--- src/rtl/multiplier_arbiter_tainttrack_pkg.sv ---
// multiplier_arbiter_pkg: shared FSM type, default sizes and the round-robin wrap helper
package multiplier_arbiter_pkg;
   localparam int WIDTH_DEF   = 128;
   localparam int NUM_REQ_DEF = 4;
   localparam int TIMEOUT_DEF = 4*WIDTH_DEF+8;
   localparam int CNT_W       = $clog2(TIMEOUT_DEF+1);
   localparam int IDX_W       = $clog2(NUM_REQ_DEF);
   typedef enum logic [2:0] {IDLE = 3'd0, START, DRAIN, RUN, RESP} state_e;
   function automatic int rr_wrap(input int base, input int step, input int n);
      return (base + step) % n;
   endfunction
endpackage

--- src/rtl/multiplier_arbiter_tainttrack_rr_pick.sv ---
// rr_pick_tainttrack: first set request after ptr (wrapping), plus taint of the arbitration decision
module rr_pick_tainttrack
   import multiplier_arbiter_pkg::*;
#(
   parameter int NUM_REQ = 4,
   parameter int IW      = $clog2(NUM_REQ)
) (
   input  logic [NUM_REQ-1:0] req,
   input  logic [NUM_REQ-1:0] req_t,
   input  logic [IW-1:0]      ptr,
   output logic               found,
   output logic [IW-1:0]      idx,
   output logic               grant_t
);
   always_comb begin
      idx = '0;
      // scanning backwards lets the nearest candidate after ptr overwrite the farther ones
      for (int k = NUM_REQ; k >= 1; k--) begin
         if (req[IW'(rr_wrap(int'(ptr), k, NUM_REQ))]) idx = IW'(rr_wrap(int'(ptr), k, NUM_REQ));
      end
   end
   assign found   = |req;
   assign grant_t = |(req & req_t);
endmodule

--- src/rtl/multiplier_arbiter_tainttrack.sv ---
// multiplier_arbiter_tainttrack: round-robin sharing of one taint-tracked sequential multiplier with a watchdog
module multiplier_arbiter_tainttrack
   import multiplier_arbiter_pkg::*;
#(
   parameter int WIDTH   = WIDTH_DEF,
   parameter int NUM_REQ = NUM_REQ_DEF,
   parameter int TIMEOUT = 4*WIDTH+8
) (
   input  logic                     clk,
   input  logic                     rst,
   input  logic [NUM_REQ-1:0]       req,
   input  logic [NUM_REQ-1:0]       req_t,
   input  logic [NUM_REQ*WIDTH-1:0] req_multiplier,
   input  logic [NUM_REQ-1:0]       req_multiplier_t,
   input  logic [NUM_REQ*WIDTH-1:0] req_multiplicand,
   input  logic [NUM_REQ-1:0]       req_multiplicand_t,
   output logic                     mul_start,
   output logic                     mul_start_t,
   output logic [WIDTH-1:0]         mul_multiplier,
   output logic                     mul_multiplier_t,
   output logic [WIDTH-1:0]         mul_multiplicand,
   output logic                     mul_multiplicand_t,
   input  logic [2*WIDTH-1:0]       mul_product,
   input  logic                     mul_product_t,
   input  logic                     mul_productDone,
   input  logic                     mul_productDone_t,
   output logic [NUM_REQ-1:0]       resp_valid,
   output logic                     resp_valid_t,
   output logic [2*WIDTH-1:0]       resp_product,
   output logic                     resp_product_t,
   output logic                     resp_error,
   output logic                     busy
);
   localparam int CW = $clog2(TIMEOUT+1);
   localparam int IW = $clog2(NUM_REQ);
   state_e             state_q, state_d;
   logic [IW-1:0]      ptr_q, ptr_d, g_q, g_d, pick_idx;
   logic               pick_found, pick_t;
   logic               grant_t_q, grant_t_d, a_t_q, a_t_d, b_t_q, b_t_d;
   logic               done_t_q, done_t_d, err_q, err_d, rp_t_q, rp_t_d;
   logic [WIDTH-1:0]   a_q, a_d, b_q, b_d;
   logic [2*WIDTH-1:0] rp_q, rp_d;
   logic [CW-1:0]      cnt_q, cnt_d;
   logic               wd_hit;
   logic [WIDTH-1:0]   op_a [NUM_REQ];
   logic [WIDTH-1:0]   op_b [NUM_REQ];
   for (genvar i = 0; i < NUM_REQ; i++) begin : g_slice
      assign op_a[i] = req_multiplier[i*WIDTH +: WIDTH];
      assign op_b[i] = req_multiplicand[i*WIDTH +: WIDTH];
   end
   rr_pick_tainttrack #(.NUM_REQ(NUM_REQ), .IW(IW)) u_pick (
      .req(req), .req_t(req_t), .ptr(ptr_q),
      .found(pick_found), .idx(pick_idx), .grant_t(pick_t)
   );
   assign wd_hit = cnt_q == CW'(TIMEOUT-1);
   always_comb begin
      state_d   = state_q;
      ptr_d     = ptr_q;
      g_d       = g_q;
      grant_t_d = grant_t_q;
      a_d       = a_q;
      b_d       = b_q;
      a_t_d     = a_t_q;
      b_t_d     = b_t_q;
      done_t_d  = done_t_q;
      err_d     = err_q;
      rp_d      = rp_q;
      rp_t_d    = rp_t_q;
      cnt_d     = cnt_q;
      case (state_q)
         IDLE: if (pick_found) begin
            state_d   = START;
            ptr_d     = pick_idx;
            g_d       = pick_idx;
            grant_t_d = pick_t;
            a_d       = op_a[pick_idx];
            b_d       = op_b[pick_idx];
            a_t_d     = req_multiplier_t[pick_idx] | pick_t;
            b_t_d     = req_multiplicand_t[pick_idx] | pick_t;
            done_t_d  = 1'b0;
            err_d     = 1'b0;
            rp_t_d    = 1'b0;
         end
         START: begin
            state_d = DRAIN;
            cnt_d   = '0;
         end
         DRAIN, RUN: begin
            cnt_d    = cnt_q + CW'(1);
            done_t_d = done_t_q | mul_productDone_t;
            // a done in RUN beats a simultaneous watchdog expiry
            if (state_q == RUN && mul_productDone) begin
               state_d = RESP;
               rp_d    = mul_product;
               rp_t_d  = mul_product_t | grant_t_q | done_t_d;
            end else if (wd_hit) begin
               state_d = RESP;
               rp_d    = '0;
               rp_t_d  = grant_t_q | done_t_d;
               err_d   = 1'b1;
            end else if (state_q == DRAIN && !mul_productDone) begin
               state_d = RUN;
            end
         end
         RESP:    state_d = IDLE;
         default: state_d = IDLE;
      endcase
   end
   always_ff @(posedge clk or negedge rst) begin
      if (!rst) begin
         state_q   <= IDLE;
         ptr_q     <= IW'(NUM_REQ-1);
         g_q       <= '0;
         grant_t_q <= 1'b0;
         a_q       <= '0;
         b_q       <= '0;
         a_t_q     <= 1'b0;
         b_t_q     <= 1'b0;
         done_t_q  <= 1'b0;
         err_q     <= 1'b0;
         rp_q      <= '0;
         rp_t_q    <= 1'b0;
         cnt_q     <= '0;
      end else begin
         state_q   <= state_d;
         ptr_q     <= ptr_d;
         g_q       <= g_d;
         grant_t_q <= grant_t_d;
         a_q       <= a_d;
         b_q       <= b_d;
         a_t_q     <= a_t_d;
         b_t_q     <= b_t_d;
         done_t_q  <= done_t_d;
         err_q     <= err_d;
         rp_q      <= rp_d;
         rp_t_q    <= rp_t_d;
         cnt_q     <= cnt_d;
      end
   end
   assign busy               = state_q != IDLE;
   assign mul_start          = state_q == START;
   assign mul_start_t        = busy & grant_t_q;
   assign mul_multiplier     = a_q;
   assign mul_multiplicand   = b_q;
   assign mul_multiplier_t   = busy & a_t_q;
   assign mul_multiplicand_t = busy & b_t_q;
   assign resp_valid         = (state_q == RESP) ? NUM_REQ'(1) << g_q : '0;
   assign resp_valid_t       = busy & (grant_t_q | done_t_q);
   assign resp_product       = rp_q;
   assign resp_product_t     = busy & rp_t_q;
   assign resp_error         = (state_q == RESP) & err_q;
endmodule

--- config.mk ---
export PLATFORM = sky130hd
export DESIGN_NAME = multiplier_arbiter_tainttrack
export DESIGN_NICKNAME = d
export VERILOG_FILES = /design/src/rtl/multiplier_arbiter_tainttrack_pkg.sv /design/src/rtl/multiplier_arbiter_tainttrack_rr_pick.sv /design/src/rtl/multiplier_arbiter_tainttrack.sv
export SDC_FILE = /design/constraint.sdc
export NUM_CORES = 1
export LEC_CHECK = 0
export CAP_MARGIN = 20
export CORE_AREA = 2 2 716 718
export DETAILED_ROUTE_END_ITERATION = 8
export DIE_AREA = 0 0 718 720
export DONT_BUFFER_PORTS = 1
export SLEW_MARGIN = 20
export SYNTH_ARGS = -nofsm -noshare
export SYNTH_HDL_FRONTEND = slang
export SYNTH_HIERARCHICAL = 1
export SYNTH_SLANG_ARGS = --single-unit
--- constraint.sdc ---
create_clock -name clk -period 2.6 [get_ports clk]
set_input_delay 0.52 -clock clk [delete_from_list [all_inputs] [get_ports clk]]
set_output_delay 0.52 -clock clk [all_outputs]
set_load 0.005 [all_outputs]
=== After elaboration in Yosys (flattened, before gate mapping) ===
Index checks and enable logic that the tools add are counted.

* Bits in latches: 0
* Memory bits (writable): 0
* Memories kept: 0
* Bits in read-only memories: 0
* Register bits: 535
* Output and inout bits: 524

* Muxes and demuxes: 43
* Add/subtract/negate cells: 5
* Divide/modulo/power cells: 0
* $lt $le $gt $ge: 6
* Reduce and logical (&&, ||, !) cells: 17
* Eq/ne operators: 10
* Shifts and indexed selects: 1
* Multiply operators: 0
* Bitwise logic cells: 15

{| class="wikitable"
|+ Operators by type and width
! operator !! count
|-
| $bmux 128 s2 || 2
|-
| $mux 128 || 4
|-
| $mux 256 || 2
|-
| $pmux 10 s2 || 1
|-
| $lt 2x4->1 const B || 4
|-
| $mux 1 || 15
|-
| $bmux 1 s2 || 6
|-
| $mux 3 || 4
|-
| $add 10x1->10 const B || 1
|-
| $eq 10x10->1 const B || 1
|-
| $pmux 3 s3 || 1
|-
| $mux 2 || 4
|-
| $reduce_and 2->1 || 4
|-
| $reduce_or 4->1 || 2
|-
| $or 1x1->1 || 7
|-
| $and 1x1->1 || 6
|-
| $eq 3x2->1 const B || 2
|-
| $ne 2x2->1 const B || 3
|-
| $pmux 1 s2 || 3
|-
| $reduce_bool 2->1 || 3
|-
| $add 2x1->2 const B || 2
|-
| $add 2x2->2 const B || 2
|-
| $and 4x4->4 || 1
|-
| $mux 4 || 1
|-
| other kinds (15) || 16
|}

=== Longest topological paths before layout ===
Gate-level depths: netlist (run 1).

* Depth after elaboration: 12
* Mapped depth: 9
* Depth with buffers taken out: 6

=== Cells and area by module ===
The synthesis (run 1) kept the hierarchy.

{| class="wikitable"
|+ By module, submodules not included
! module !! instances !! cells each !! area each (um^2)
|-
| multiplier_arbiter_tainttrack || 1 || 2,085 || 25,723.4
|-
| rr_pick_tainttrack || 1 || 17 || 116.4
|}

=== Worst setup path after synthesis (run 1) ===
Ideal clock, no wire load.

* Path type: reg2reg
* Start point: register ptr_q[1]
* End point: register a_q[62], in the netlist mul_multiplier[62]
* Path slack: 0.259 ns
* Data arrival time: 2.224 ns
* Period minus slack after synthesis: 2.341 ns
* Stages on the path, launching flop included: 10
* Path buffers: 3
* Cell sequence: dfstp_2 > nand2b_1 > a21oi_2 > o221ai_2 > clkbuf_1 > buf_4 > buf_2 > mux4_2 > nand2_1 > nand2_1

* Longest elaborated chain between the ends: 12
* Elaborated cells between the ends (all ways): 24
* Classes of those cells: add/sub: 4; mux: 19; bitwise: 1

{| class="wikitable"
|+ RTL lines
! item !! line !! RTL
|-
| start: declaration || multiplier_arbiter_tainttrack.sv:37 || <nowiki>logic [IW-1:0] ptr_q, ptr_d, g_q, g_d, pick_idx;</nowiki>
|-
| start signal: assignment || multiplier_arbiter_tainttrack.sv:112 || <nowiki>ptr_q <= IW'(NUM_REQ-1);</nowiki>
|-
| start signal: assignment || multiplier_arbiter_tainttrack.sv:126 || <nowiki>ptr_q <= ptr_d;</nowiki>
|-
| $add 2x1->2 || multiplier_arbiter_tainttrack_pkg.sv:10 || <nowiki>return (base + step) % n;</nowiki>
|-
| $bmux 1 s2 || multiplier_arbiter_tainttrack_rr_pick.sv:19 || <nowiki>if (req[IW'(rr_wrap(int'(ptr), k, NUM_REQ))]) idx = IW'(rr_wrap(int'(ptr), k, NUM_REQ));</nowiki>
|-
| $mux 1 (implied by the code) (2 in series) || multiplier_arbiter_tainttrack_rr_pick.sv:19 ||
|-
| $mux 2 (3 in series) || multiplier_arbiter_tainttrack_rr_pick.sv:19 ||
|-
| $mux 2 * || multiplier_arbiter_tainttrack_rr_pick.sv:19 ||
|-
| via pick_idx[0] || multiplier_arbiter_tainttrack.sv:37 ||
|-
| $not 2->3 (implied by the code) * || multiplier_arbiter_tainttrack.sv:76 || <nowiki>a_d = op_a[pick_idx];</nowiki>
|-
| $bmux 128 s2 * || multiplier_arbiter_tainttrack.sv:76 ||
|-
| $mux 128 (implied by the code) * (2 in series) || multiplier_arbiter_tainttrack.sv:76 ||
|-
| end signal: assignment || multiplier_arbiter_tainttrack.sv:115 || <nowiki>a_q <= '0;</nowiki>
|-
| end signal: assignment || multiplier_arbiter_tainttrack.sv:129 || <nowiki>a_q <= a_d;</nowiki>
|-
| end: declaration || multiplier_arbiter_tainttrack.sv:41 || <nowiki>logic [WIDTH-1:0] a_q, a_d, b_q, b_d;</nowiki>
|}

Mark *: on every way through the listed nets, which the timed path passes. The rest lies on a longest branch. The select of a mux whose other input is x is not followed.
A chain may end at the register's enable or synchronous reset.

=== Worst setup path in the final report (run 1) ===
* Start point: register ptr_q[1]
* End point: register b_q[7], in the netlist mul_multiplicand[7]

* Longest elaborated chain between the ends: 12
* Elaborated cells between the ends (all ways): 24
* Classes of those cells: add/sub: 4; mux: 19; bitwise: 1

{| class="wikitable"
|+ RTL lines
! item !! line !! RTL
|-
| $add 2x1->2 || multiplier_arbiter_tainttrack_pkg.sv:10 ||
|-
| $bmux 1 s2 || multiplier_arbiter_tainttrack_rr_pick.sv:19 ||
|-
| $mux 1 (implied by the code) (2 in series) || multiplier_arbiter_tainttrack_rr_pick.sv:19 ||
|-
| $mux 2 (3 in series) || multiplier_arbiter_tainttrack_rr_pick.sv:19 ||
|-
| $mux 2 * || multiplier_arbiter_tainttrack_rr_pick.sv:19 ||
|-
| via pick_idx[0] || multiplier_arbiter_tainttrack.sv:37 ||
|-
| $not 2->3 (implied by the code) * || multiplier_arbiter_tainttrack.sv:77 || <nowiki>b_d = op_b[pick_idx];</nowiki>
|-
| $bmux 128 s2 * || multiplier_arbiter_tainttrack.sv:77 ||
|-
| $mux 128 (implied by the code) * (2 in series) || multiplier_arbiter_tainttrack.sv:77 ||
|-
| end signal: assignment || multiplier_arbiter_tainttrack.sv:116 || <nowiki>b_q <= '0;</nowiki>
|-
| end signal: assignment || multiplier_arbiter_tainttrack.sv:130 || <nowiki>b_q <= b_d;</nowiki>
|-
| end: declaration || multiplier_arbiter_tainttrack.sv:41 ||
|}

Marked as above.

==> results of run 1 <==
sequential cells by signal (all words and copies together) (netlist names), 2 cells and up:
register / cells
ptr_q: 2
resp_product: 256
mul_multiplier: 128
cnt_q: 10
g_q: 2
state_q: 3
mul_multiplicand: 128
layer usage:
layer | GRT usage (%) | part of all wire (%) | wire, microns
met5 | 0.139 | 0.36 | 1640
met4 | 5.31 | 4.3 | 19500
met3 | 12.1 | 17 | 75800
met2 | 25.0 | 42 | 190000
met1 | 18.2 | 36 | 163000
worst max-delay path: cells and delay by family, from the launching register on:
kind / cells / cell delay (ns)
AND/OR/NAND/NOR: 2 / 0.23
buffers and inverters: 5 / 0.76
multiplexers: 2 / 0.78
flip-flops: 1 / 0.59
AO/OA/AOI/OAI: 1 / 0.17
layout make-up:
| class | instances | area share (%) |
|---|---|---|
| multi-input cells | 1386 | 23.3 |
| clock buffers | 117 | 5.09 |
| clock inverters | 38 | 0.864 |
| diodes | 358 | 1.78 |
| inverters | 5 | 0.0374 |
| well taps | 6732 | 16.8 |
| flip-flops and latches | 535 | 26.7 |
| repair buffers | 1213 | 25.5 |
power by group through the flow:
stage / combinational (uW) / sequential, uW / clock, uW
floorplan: 10900 / 14700 / 0
global placement: 18900 / 23900 / 0
detailed placement: 19000 / 23700 / 0
CTS: 21800 / 23600 / 13600
global route: 24200 / 23600 / 13800
finish: 22200 / 23200 / 13000
layout by cell type, fill, tap and decap left out, types with 18 or more instances in the layout:
master,netlist,routed
buf_4,13,106
clkbuf_16,0,100
nand2_2,0,18
dfrtp_1,533,530
mux4_2,258,258
a22o_1,259,259
dlygate4sd3_1,0,1015
buf_12,0,50
diode_2,0,358
nand2_1,796,775
cells in the mapped netlist (2+ instances only):
master,count
clkbuf_1,66
nand3_1,6
nand2_1,796
buf_4,13
nor2b_1,4
mux4_2,258
a21oi_1,3
buf_1,9
and3_1,2
a22o_1,259
nor2_1,12
o21ai_0,7
nand4_1,4
nor3_1,2
buf_6,5
and2_1,3
buf_2,83
nand2b_1,5
nor2b_4,2
a22oi_1,2
dfrtp_1,533
mux2i_1,6
inv_1,5
dfstp_2,2
kinds of logic after synthesis:
kind of cell | synth area share [%]
simple gates | 12.7
buf+inv | 3.37
compound gates | 9.31
fa+ha+maj | 0.0484
flops | 51.8
mux | 22.8
per-stage QoR:
| step | util (%) | hold WS, ns |
|---|---|---|
| 6_report | 9.88 | 0.102 |
| 5_1_grt | 9.78 | 0.0277 |
| 4_1_cts | 9.58 | 0.000653 |
| 3_5_place_dp | 6.93 | 0.226 |
| 3_3_place_gp | 6.93 | 0.226 |
| 2_1_floorplan | - | 0.224 |
timing repair:
item / CTS / global route
pin swaps: 2 / 15
endpoints found under the setup margin: 143 / 181
gates cloned: 1 / 8
resized for setup: 32 / 48
setup buffers: 18 / 27
hold buffers: 1016 / 0
hold endpoints to repair: 817 / 0
worst paths after layout:
| path | start | slack (ns) | endpoint |
|---|---|---|---|
| worst max-delay path | ptr_q[1] | -0.09 | mul_multiplicand[7] |
| worst min-delay path | req_multiplier[125] | 0.10 | mul_multiplier[125] |
| worst max register to register | ptr_q[1] | -0.09 | mul_multiplicand[7] |
| worst min register to register | cnt_q[9] | 0.48 | cnt_q[9] |
| max in group asynchronous | rst | 0.36 | mul_multiplier[77] |
| min in group asynchronous | rst | 0.24 | mul_multiplicand[71] |
==> reports/qor.txt, run 1 <==
Largest net degree at the start of global routing - 176
Critical-path maximum fanout - 8
Unrepaired setup endpoints after global routing - yes
Static leakage - 0.0192 uW
First-pass GRT wire length - 514 mm
Rows - 262
DP Wirelength - 404 mm
Placed insts - 8801
GPL Wtd Cong - 1.08
Final hold viol count - 0
Min-Delay Path Depth - 3
Count of input and output buffers - 0
F_max - 372 MHz
Crit path time final - 2.69 ns
Worst setup margin - -0.0914 ns
Failing checks - negative setup slack
Slew headroom - 20.4%
CP arrival - 3.43 ns
Synth-to-layout area growth - 94.5%
Pwr Density - 1160 nW/um^2
I/O pin total - 1825
Slew Viols, Final - 0
Unique masters post-synth - 39
Routed via count - 29500
Post-Layout Cell Count - 10400
Clock transition at path regs - 0.06 ns
Chip Height - 720 microns
Synth top area share - 51.6%
Worst skew pair latency - 0.84 ns
Avg Cell Area, Syn - 12.3 sq um
Worst Tran Pin Value - 1.19 ns
Synth area leader - dfrtp_1
Max Cap Viol - 0
Reg area - 13400 sq um
Clock Sinks - 535
# setup viols final - 25
GRT Overall Usage - 16.7%
FF+latch count, synth - 535
DP Worst Slack - -0.111 ns
Tot Pwr - 58400 uW
CP cell instances - mux2i_1 -> o221ai_4 -> buf_12 -> buf_16 -> buf_12 -> buf_16 -> buf_4 -> mux4_2 -> nand2_1 -> nand2_1
CTS tree - built
DRC - 0
Root Driver - clkbuf_16
R2R cell count - 10
Slowest cell on crit path - dfstp_2
Largest stage delay on the critical path - 0.59 ns
Antenna violations before repair - 612
Vias in the first global route - 26900
Setup crit end kind - register
CP Class - reg2reg
Post-route cell area - 50200 sq um
Remaining global-route overflow - 0
DRT iter0 DRCs - 3565
Sw power - 28900 uW
CP startpoint kind - register
Final worst path period share - 104%
Peak supply drop - 555 uV
EDFF count, synth - 0
Synth area leaders - dfrtp_1 52%, mux4_2 22%, nand2_1 12%, a22o_1 8.8%, buf_2 1.6%
Clock skew - 0.0941 ns
# fillers - 58200
Yosys warns - 6
Critical Path RT - 3.34 ns
Sequential Power Share - 39.7%
Status - finished with violations
Async S/R FF share, synth - 100%
Drt pass-1 iters - 5
Hold Crit Class - in2reg
Clk pwr share - 22.2%
Area after DPL - 35200 sq um
DIE AREA - 517000 sq um
Final antenna-violating net count - 0
Comb pwr share - 38.1%
CTS max path bufs - 4
CORE AREA - 508000 sq um
Post-Syn Nets - 3404
Synth Flop Type - dfrtp_1
Final setup TNS - -1.02 ns
Wirelength per Cell - 43.3 microns
H-tree depth - 3
Area of the multi-input gates - 11700 sq um
TritonCTS buffer count - 91
Post-Synthesis Cells - 2102
Final net count - 4534
Seq/Total Area, Yosys - 51.8%
Share of post-route cells with drive strength above 1 - 19.7%
Post-Syn Area - 25800 sq um
P_int - 29400 uW
Drt via density - 2.84
Die span in x - 718 microns
WL final - 449 mm
Switch share - 49.6%
Initial Utilization - 5.08%
No activity file was read; power rests on OpenSTA's default activity.
==> run 2: changes to the inputs <==
PLACE_DENSITY_LB_ADDON = 0.2   (was default)
clock period = 2.74 ns   (was 2.6 ns; I/O delays follow)
==> run 2 against run 1 <==
The run ends with antenna violations left. Worst setup slack improved by 0.18 ns. Via count decreased by 7.1%. Power down 12%. Utilization shrank 0.57 points. Final cell count down 3.4%. Global-route usage down 1.9 points. Clock-buffer cell count grew 8. Largest cell class unchanged.
==> reports/qor.txt, run 2 (same netlist as run 1, synthesis figures left out) <==
CTS tree - built (unchanged)
I/O pin total - 1825 (unchanged)
CP most frequent cell - buf_12
CP cell instances - nor3_4 -> buf_6 -> buf_12 -> nor2b_4 -> buf_12 (was mux2i_1 -> o221ai_4 -> buf_12 -> buf_16 -> buf_12 -> buf_16 -> buf_4 -> mux4_2 -> nand2_1 -> nand2_1)
Worst path top cell family by delay - flip-flops (was multiplexers)
DRC - 0 (unchanged)
Worst Tran Pin Value - 1.16 ns (was 1.19 ns)
Routed via count - 27400 (was 29500)
WP buf/inv - 3 (was 5)
Worst hold endpoint - mul_multiplier[8] (was mul_multiplier[125])
Initial Utilization - 5.08% (unchanged)
Chip Height - 720 microns (unchanged)
F_max - 377 MHz
P_int - 27300 uW (was 29400 uW)
Status - finished with violations (unchanged)
Synth-to-layout area growth - 83.2% (was 94.5%)
Largest net degree at the start of global routing - 148 (was 176)
Clock skew - 0.105 ns (was 0.0941 ns)
Largest stage delay on the critical path - 0.45 ns (was 0.59 ns)
Clock transition at path regs - 0.06 ns (about the same)
CP Depth - 5 (was 10)
Die span in x - 718 microns (unchanged)
Clock Sinks - 535 (unchanged)
R2R Setup Slk - 0.13 ns (was -0.09 ns)
Slew Viols, Final - 0 (unchanged)
Drt via density - 2.73 (was 2.84)
Failing checks - antenna violations (was negative setup slack)
CP arrival - 2.10 ns (was 3.43 ns)
Max reg flops - 256 (unchanged)
Root Driver - clkbuf_16 (unchanged)
Max Cap Viol - 0 (unchanged)
Clk pwr share - 25.0% (was 22.2%)
Setup crit end kind - primary output (was register)
Final worst path period share - 96.8%
Final hold viol count - 0 (unchanged)
Static leakage - 0.0180 uW (was 0.0192 uW)
CP startpoint kind - register (unchanged)
Final antenna-violating net count - 1 (was 0)
Switch share - 46.6% (was 49.6%)
TritonCTS buffer count - 94 (was 91)
Drt pass-1 iters - 5 (unchanged)
Most common cell after layout, fill and taps aside - dlygate4sd3_1 (unchanged)
# fillers - 58400 (was 58200)
Slew headroom - 22.4% (was 20.4%)
Worst skew pair latency - 0.88 ns (was 0.84 ns)
WL final - 398 mm (was 449 mm)
CORE AREA - 508000 sq um (unchanged)
Count of input and output buffers - 0 (unchanged)
Critical Path RT - 2.19 ns (was 3.34 ns)
Util after Layout - 9.31% (was 9.88%)
GPL Wtd Cong - 1.09 (was 1.08)
DIE AREA - 517000 sq um (unchanged)
RR Startpoint - ptr_q[1] (unchanged)
CTS max path bufs - 4 (unchanged)
Critical-path maximum fanout - 5 (was 8)
Hold Crit Class - in2reg (unchanged)
# setup viols final - 0 (was 25)
Remaining global-route overflow - 0 (unchanged)
Share of post-route cells with drive strength above 1 - 18.4% (was 19.7%)
DRT iter0 DRCs - 2538 (was 3565)
H-tree depth - 3 (unchanged)
First-pass GRT wire length - 461 mm (was 514 mm)
Comb pwr share - 36.0% (was 38.1%)
Rows - 262 (unchanged)
DP Wirelength - 352 mm (was 404 mm)
Unrepaired setup endpoints after global routing - yes (unchanged)
Highest-count cells in the layout ignoring fill and taps - 824 x dlygate4sd3_1, 793 x nand2_1, 530 x dfrtp_1 (was 1015 x dlygate4sd3_1, 775 x nand2_1, 530 x dfrtp_1)
CP Class - reg2out (was reg2reg)
Min-Delay Path Depth - 3 (unchanged)
Antenna violations before repair - 623 (was 612)
Area of the multi-input gates - 11700 sq um (about the same)
Sw power - 23900 uW (was 28900 uW)
Vias in the first global route - 25400 (was 26900)
Wirelength per Cell - 39.7 microns (was 43.3 microns)
R2R cell count - 10 (unchanged)
Min-delay src - req_multiplier[8] (was req_multiplier[125])
Pwr Density - 1080 nW/um^2 (was 1160 nW/um^2)
Final net count - 4269 (was 4534)
Peak supply drop - 461 uV (was 555 uV)
Final hold slack - 0.0891 ns (was 0.102 ns)
Reg area - 13400 sq um (unchanged)
GRT Overall Usage - 14.8% (was 16.7%)
Slowest cell on crit path - dfrtp_2 (was dfstp_2)
Crit path time final - 2.65 ns
Sequential Power Share - 38.9% (was 39.7%)
R2R Path End - mul_multiplicand[87] (was mul_multiplicand[7])
-- run 2: metrics by stage --
step / worst slack [ns] / setup TNS [ns] / cells / cell area, sq um / total power (uW)
final: 0.0887 / 0 / 10000 / 47300 / 51200
after global routing: -0.00189 / -0.00338 / 9870 / 46900 / 54300
after CTS: -0.0581 / -0.108 / 9761 / 46500 / 52900
after detailed placement: -0.0611 / -0.0611 / 8764 / 35000 / 37400
after floorplan: 0.399 / 0 / 2102 / 25800 / 24300
after global placement: -0.0445 / -0.0445 / 8764 / 35000 / 37700
-- run 2: worst max path at each step --
stage / startpoint / end / slack (ns)
4_1_cts: state_q[0] / mul_multiplier_t / -0.06
3_5_place_dp: ptr_q[1] / a_t_q / -0.06
5_1_grt: ptr_q[1] / a_t_q / -0.002
3_3_place_gp: ptr_q[1] / a_t_q / -0.04
2_1_floorplan: ptr_q[1] / mul_multiplier[62] / 0.40
6_report: state_q[1] / mul_start_t / 0.09
-- run 2: power by group through the flow --
stage	clock network (uW)	registers, uW	logic, uW
global route	13700	20400	20200
detailed placement	0	20500	16900
finish	12800	19900	18400
CTS	13500	20400	19000
global placement	0	20700	17000
floorplan	0	13900	10300
-- run 2: cell type report --
class                   instances  area share (%)
clock buffers                 125            5.66
repair buffers                945            21.3
multi-input cells            1386            24.6
inverters                       5          0.0397
clock inverters                38           0.909
flip-flops and latches        535            28.3
diodes                        262            1.39
well taps                    6732            17.8
-- run 2: worst reg2reg max path, cell delays in order (launching register included) --
cell and delay (ns):
dfstp_2 0.58, nand2b_4 0.14, a21oi_2 0.06, o221ai_4 0.23
buf_12 0.18, buf_12 0.18, buf_4 0.23, mux4_2 0.57
nand2_1 0.16, buf_12 0.12, nand2_1 0.04
-- run 2: repair_timing --
item,CTS,global route
setup buffers,9,4
pin swaps,1,1
cloned,0,1
hold buffers,825,0
endpoints found under the hold margin,689,0
endpoints found under the setup margin,15,56
resized for setup,24,10
-- run 2: routing by layer --
| metal | GRT usage (%) | routed length, microns | part of all wire [%] | up-vias |
|---|---|---|---|---|
| li1 | - | - | - | 9712 |
| met1 | 15.4 | 139000 | 35 | 13600 |
| met2 | 25.0 | 187000 | 47 | 2607 |
| met3 | 8.56 | 51600 | 13 | 1215 |
| met4 | 4.40 | 18300 | 4.6 | 230 |
| met5 | 0.00925 | 1910 | 0.48 | - |
